$ cat config.mk
export PLATFORM = sky130hd
export DESIGN_NAME = ifu_fetch_ctrl
export DESIGN_NICKNAME = d
export VERILOG_FILES = /design/src/rtl/ifu_fetch_ctrl.sv
export SDC_FILE = /design/constraint.sdc
export NUM_CORES = 1
export LEC_CHECK = 0
export CAP_MARGIN = 5
export CORE_MARGIN = 2
export CORE_UTILIZATION = 40
export DETAILED_ROUTE_END_ITERATION = 12
export GPL_ROUTABILITY_DRIVEN = 0
export PLACE_DENSITY = 0.71
export SKIP_CTS_REPAIR_TIMING = 1
export SLEW_MARGIN = 20
export SYNTH_ARGS = -nofsm -noshare
export SYNTH_HDL_FRONTEND = slang
export SYNTH_SLANG_ARGS = --single-unit
$ cat constraint.sdc
create_clock -name clk -period 9.7 [get_ports clk]
set_clock_uncertainty 0.15 [all_clocks]
set_input_delay 1.455 -clock clk [delete_from_list [all_inputs] [get_ports clk]]
set_output_delay 1.455 -clock clk [all_outputs]
set_load 0.1 [all_outputs]
$ cat src/rtl/ifu_fetch_ctrl.sv
// Fetch-stage controller: PC register, in-order fetch buffer to decode, redirect/flush, halt after faulting fetch.
// Build option IFU_SKID_EN: two-entry buffer that decouples fetch from id_ready_i; otherwise one entry.
module ifu_fetch_ctrl #(
    parameter int                PC_WIDTH    = 32,
    parameter int                INSTR_WIDTH = 32,
    parameter logic [PC_WIDTH-1:0] RESET_PC  = 32'h0000_0000
) (
    input  logic                   clk,
    input  logic                   rst,
    output logic [PC_WIDTH-1:0]    pc_o,
    input  logic [INSTR_WIDTH-1:0] instr_i,
    input  logic                   pc_misalign_i,
    input  logic                   bus_err_i,
    input  logic                   redirect_i,
    input  logic [PC_WIDTH-1:0]    redirect_pc_i,
    input  logic                   id_ready_i,
    output logic                   id_valid_o,
    output logic [INSTR_WIDTH-1:0] id_instr_o,
    output logic [PC_WIDTH-1:0]    id_pc_o,
    output logic [1:0]             id_exc_o
);

`ifdef IFU_SKID_EN
    localparam int DEPTH = 2;
`else
    localparam int DEPTH = 1;
`endif

    localparam logic [INSTR_WIDTH-1:0] NOP = 32'h0000_0013;

    typedef enum logic [0:0] {S_FETCH = 1'b0, S_HALT = 1'b1} state_t;

    state_t                 r_state;
    state_t                 w_state_nxt;
    logic [PC_WIDTH-1:0]    r_pc;
    logic [PC_WIDTH-1:0]    r_buf_pc    [2];
    logic [INSTR_WIDTH-1:0] r_buf_instr [2];
    logic [1:0]             r_buf_exc   [2];
    logic                   r_wr_ptr;
    logic                   r_rd_ptr;
    logic [1:0]             r_count;
    logic [1:0]             w_exc;
    logic                   w_space;
    logic                   w_push;
    logic                   w_pop;

    assign w_exc = {bus_err_i, pc_misalign_i};
    assign pc_o  = r_pc;

    always_ff @(posedge clk or posedge rst) begin
        if (rst) begin
            r_state <= S_FETCH;
        end else begin
            r_state <= w_state_nxt;
        end
    end

    always_comb begin
        w_state_nxt = r_state;
        case (r_state)
            S_FETCH: begin
                if (w_push && (w_exc != 2'b00)) begin
                    w_state_nxt = S_HALT;
                end else begin
                    w_state_nxt = S_FETCH;
                end
            end
            S_HALT: begin
                if (redirect_i) begin
                    w_state_nxt = S_FETCH;
                end else begin
                    w_state_nxt = S_HALT;
                end
            end
            default: w_state_nxt = S_FETCH;
        endcase
    end

    // Without the skid entry a same-cycle pop frees the single slot, so ready feeds fetch directly.
    always_comb begin
        if (DEPTH == 2) begin
            w_space = (r_count < 2'd2);
        end else begin
            w_space = (r_count == 2'd0) || id_ready_i;
        end
        w_push = (r_state == S_FETCH) && !redirect_i && w_space;
        w_pop  = (r_count != 2'd0) && id_ready_i;
    end

    always_ff @(posedge clk or posedge rst) begin
        if (rst) begin
            r_pc     <= RESET_PC;
            r_count  <= 2'd0;
            r_wr_ptr <= 1'b0;
            r_rd_ptr <= 1'b0;
            for (int i = 0; i < 2; i++) begin
                r_buf_pc[i]    <= '0;
                r_buf_instr[i] <= NOP;
                r_buf_exc[i]   <= 2'b00;
            end
        end else if (redirect_i) begin
            r_pc     <= redirect_pc_i;
            r_count  <= 2'd0;
            r_wr_ptr <= 1'b0;
            r_rd_ptr <= 1'b0;
        end else begin
            if (w_push) begin
                r_buf_pc[r_wr_ptr]    <= r_pc;
                r_buf_instr[r_wr_ptr] <= instr_i;
                r_buf_exc[r_wr_ptr]   <= w_exc;
                r_wr_ptr              <= (DEPTH == 2) ? ~r_wr_ptr : 1'b0;
                if (w_exc == 2'b00) begin
                    r_pc <= r_pc + PC_WIDTH'(4);
                end
            end
            if (w_pop) begin
                r_rd_ptr <= (DEPTH == 2) ? ~r_rd_ptr : 1'b0;
            end
            case ({w_push, w_pop})
                2'b10:   r_count <= r_count + 2'd1;
                2'b01:   r_count <= r_count - 2'd1;
                default: r_count <= r_count;
            endcase
        end
    end

    // Empty buffer presents a NOP at PC 0 so decode never sees stale data.
    always_comb begin
        if (r_count != 2'd0) begin
            id_valid_o = 1'b1;
            id_instr_o = r_buf_instr[r_rd_ptr];
            id_pc_o    = r_buf_pc[r_rd_ptr];
            id_exc_o   = r_buf_exc[r_rd_ptr];
        end else begin
            id_valid_o = 1'b0;
            id_instr_o = NOP;
            id_pc_o    = '0;
            id_exc_o   = 2'b00;
        end
    end

endmodule

Word level (Yosys, flattened, before mapping)
Index checks and enable logic that the tools add are counted.
Storage, ports and cells
  output and inout bits: 99
  input port bits: 70
  flip-flop bits (word level): 169
  memories kept: 0
  bits in writable memories: 0
  bits in read-only memories: 0
  latch bits: 0
  logic and storage cells: 72
Cells by class
  add/subtract/negate cells: 3
  multiplexer cells: 32
  reductions and logical operators: 17
  shift operators: 0
  equality and inequality tests: 2
  bitwise gates (word level): 4
  divide/modulo/power cells: 0
  magnitude comparators: 3
  multiply operators: 0
Operator list (count)
  $mux W32: 12
  $bwmux W64: 2
  $add A32 B3 Y32 const B: 1
  $demux W32 S1: 1
  $mux W2: 6
  $reduce_bool A2 Y1: 5
  $mux W1: 7
  $logic_and A1 B1 Y1: 5
  $bwmux W4: 1
  $ge A2 B2 Y1 const B: 2
  $logic_not A2 Y1: 2
  $not A1 Y2: 2
  $pmux W2 S2: 1
  $reduce_and A2 Y1: 2
  $reduce_bool A3 Y1: 1
  $add A2 B1 Y2 const B: 1
  $demux W2 S1: 1
  $eq A2 B1 Y1 const B: 1
  $eq A2 B2 Y1 const B: 1
  $lt A2 B1 Y1 const B: 1
  $not A1 Y1: 2
  $pmux W1 S2: 1
  $sub A2 B1 Y2 const B: 1
  $logic_not A1 Y1: 1
  $logic_or A1 B1 Y1: 1

Depth between registers and ports, before layout
  depth after elaboration: 6
  depth in mapped cells: 7
  depth with buffers taken out: 6

Worst setup path before layout
Ideal clock, no wire load.
  path kind: reg2out
  start point: register r_count[1]
  end point: output port id_exc_o[0]
  data arrival time: 2.346 ns
  buffers on the path: 1
  cell stages (with the launch flop): 4
  slack: 5.749 ns
  required time: 8.095 ns
  cells stage by stage: dfrtp_1 > or2_2 > clkbuf_1 > and2_1
On the way
  longest elaborated chain between the ends: 2
RTL lines
  start, declared: RTL line 41  | logic [1:0] r_count;
  start signal, assigned: RTL line 120  | 2'b10: r_count <= r_count + 2'd1;
  start signal, assigned: RTL line 121  | 2'b01: r_count <= r_count - 2'd1;
  start signal, assigned: RTL line 122  | default: r_count <= r_count;
  $reduce_bool A2 Y1: RTL line 129  | if (r_count != 2'd0) begin
  $mux W2: RTL line 129
  end, declared: RTL line 20  | output logic [1:0] id_exc_o
No other way between the ends.

Worst setup path after layout
  start point: register r_count[1]
  end point: output port id_pc_o[17]
On the way
  longest elaborated chain between the ends: 2
RTL lines
  $reduce_bool A2 Y1: RTL line 129
  $mux W32: RTL line 129
  end, declared: RTL line 19  | output logic [PC_WIDTH-1:0] id_pc_o,
No other way between the ends.

==> impl_metrics.yaml <==
worst_setup_path:
  worst_ep_required_time_ps: 8100
  r2r_slack_ps: 7120
  startpoint: "r_count[1]$_DFFE_PP0P_"
  path_buf_inv: 1
  path_class: "reg -> out"
  cp-end-kind: "primary output"
  reg2reg_from: "r_state$_DFF_PP0_"
  crit_slowest_cell: "clkdlybuf4s50_1"
  r2r.worst_path.cells: 5
  regToRegEndpoint: "pc_o[21]$_DFFE_PP0P_"
  critical-path-top-delay-family: "buffers and inverters"
  path_max_fanout: 67
  start_kind: "flop"
  critical-path-max-stage-delay_ps: 1140
  crit_chain: "or2_2 > and2_1 > clkdlybuf4s50_1"
  arrival_ps: 2910
run_status:
  status: "finished, final reports clean"
logic_synthesis:
  async_reset_ff_share_pct: 100
  yosysWarnings: 0
  synth_nets: 505
  syn_inst: 434
  ys_types: 46
  synth-seq-cells: 101
  synth.area.top_cells: "dfrtp_1 (50%), mux2_2 (16%), and2_1 (8.5%)"
  synth_seq_area_share_pct: 51.5
  synthFlopType: "dfrtp_1"
  yosysTopAreaCell: "dfrtp_1"
  yosys.area.top_type_share_pct: 49.9
  avgSynthCellArea_sq_um: 11.3
  synth_edf_count: 0
  synth_area_sq_um: 4920
finish:
  fill_cells: 1030
  design_area_sq_um: 6980
  drive_above_1_share_pct: 16.9
  final_common_cell: "clkdlybuf4s50_1"
  mostFrequentLayoutCells: "clkdlybuf4s50_1 (167), dfrtp_1 (98), mux2_2 (69)"
  antenna_cells: 0
  nets: 662
  synthToLayoutAreaGrowth_pct: 41.9
die:
  core_sq_um: 12000
  initial_core_util_pct: 40.9
  num_io_pins: 169
  die_y_um: 115
  die_x_um: 115
  rows: 40
  die_area_sq_um: 13200
hold_path:
  hold_path_class: "reg -> reg"
  min_to: "r_buf_pc[63]$_DFFE_PP0P_"
  hold_start: "r_buf_pc[63]$_DFFE_PP0P_"
  holdPathStages: 1
routing:
  drc: 0
  drtIter0Drc: 212
  vias: 3835
  drt-total-wl_um: 12200
  ant_nets: 0
  wire_per_inst_um: 16.4
  drtPass1Iterations: 4
  post_drt_via_cell_ratio: 5.16
timing:
  setup_ws_ps: 5190
  relSlewSlack_pct: 33.4
  min_period_ps: 4510
  hold_viol: 0
  setup_violations: 0
  final_max_slew_viol_count: 0
  finalCritPeriodShare_pct: 46.5
  fmax_mhz: 222
  max_slew.worst_pin.slew_ps: 996
  fin_tns_setup_ps: 0
  rsz0062_at_grt: "false"
clock_network:
  clk_path_buf_depth: 2
  cts_made_buffers: 9
  clk_latency_ps: 340
  cts_tree: "built"
  cts_root_buffer: "clkbuf_16"
  cts.sinks: 101
  clk_pin_slew_ps: 70
  cts_max_level: 3
grt:
  grt_pass1_wl_um: 20000
  grt_max_degree: 75
  grtUsageTotal_pct: 19.2
  gr-total-overflow: 0
  grt_pass1_vias: 3879
  antenna_found_initial: 0
power:
  p_leak_uw: 0.00280
  vdd_drop_max_v: 0.000126
  power_density_nw_per_um2: 213
placed_design:
  place_ws_ps: 5480
  place_area_sq_um: 6700
  dp_hpwl_um: 8580
  portBuffers: 168
flow_run:
  max-cap-violations: 0
[stage by stage]
step | hold WS, ps | utilization, % | std cells | power (uW)
CTS | 350 | 58.1 | 743 | 1500
global route | 356 | 58.1 | 743 | 1550
detailed placement | 335 | 55.8 | 727 | 1160
floorplan | 292 | - | 434 | 1000
global placement | 328 | 55.8 | 727 | 1150
finish | 346 | 58.1 | 743 | 1480
[registers in the layout (all words and copies together), names as in the netlist]
signal / cells
pc_o: 32
r_buf_instr: 32
r_state: 1
r_buf_exc: 2
r_count: 2
r_buf_pc: 32
[synthesized netlist by cell type (all sizes together), types with 4 or more instances]
cell	n
dfrtp	98
mux2	69
and2	67
nand2	29
o21ai	21
clkbuf	17
nand3	16
nor2	12
xor2	11
nand4	10
xnor2	8
buf	7
nor3	6
nor4	6
and3	5
a21oi	4
a31oi	4
inv	4
nand2b	4
o211ai	4
o311ai	4
[final cells by class]
type	instances	area [sq um]	share of cell area (%)
tap	147	184	2.64
clock inverter	3	20.0	0.287
multi-input combinational	305	2270	32.6
timing repair buffer	170	1690	24.2
sequential	101	2530	36.3
inverter	4	17.5	0.251
clock buffer	13	260	3.73
[power by group]
group | leakage, uW | total, uW | switching, uW | internal (uW)
combinational | 0.00146 | 599 | 422 | 176
sequential | 0.00121 | 546 | 50.5 | 495
clock | 0.000132 | 339 | 151 | 188
[logic make-up (layout without fill, tap and decap cells)]
group	after synthesis	count (layout)	share of synthesized area (%)
AO/OA/AOI/OAI	45	45	5.85
XOR/XNOR	19	19	3.38
multiplexers	70	70	16.0
buffers and inverters	28	190	2.32
AND/OR/NAND/NOR	170	170	20.7
adder cells (fa/ha/maj)	1	1	0.254
flip-flops	101	101	51.5
[routing by layer]
layer / vias up / part of all wire [%] / GRT usage [%]
met1: 1832 / 44 / 26.2
met3: 12 / 8.5 / 4.74
met2: 161 / 46 / 30.2
met4: 0 / 1.4 / 6.18
met5: - / 0 / 0
li1: 1830 / - / -
[worst max-delay path by stage]
stage,depth (start not counted),slack [ps],to
after floorplan,1,5450,pc_o[0]$_DFFE_PP0P_
after global placement,6,5510,pc_o[21]$_DFFE_PP0P_
after detailed placement,3,5480,id_exc_o[0]
after CTS,3,5100,id_exc_o[0]
after global routing,3,4950,id_pc_o[15]
final,3,5190,id_pc_o[17]
Power figures use the tool's default switching activity.
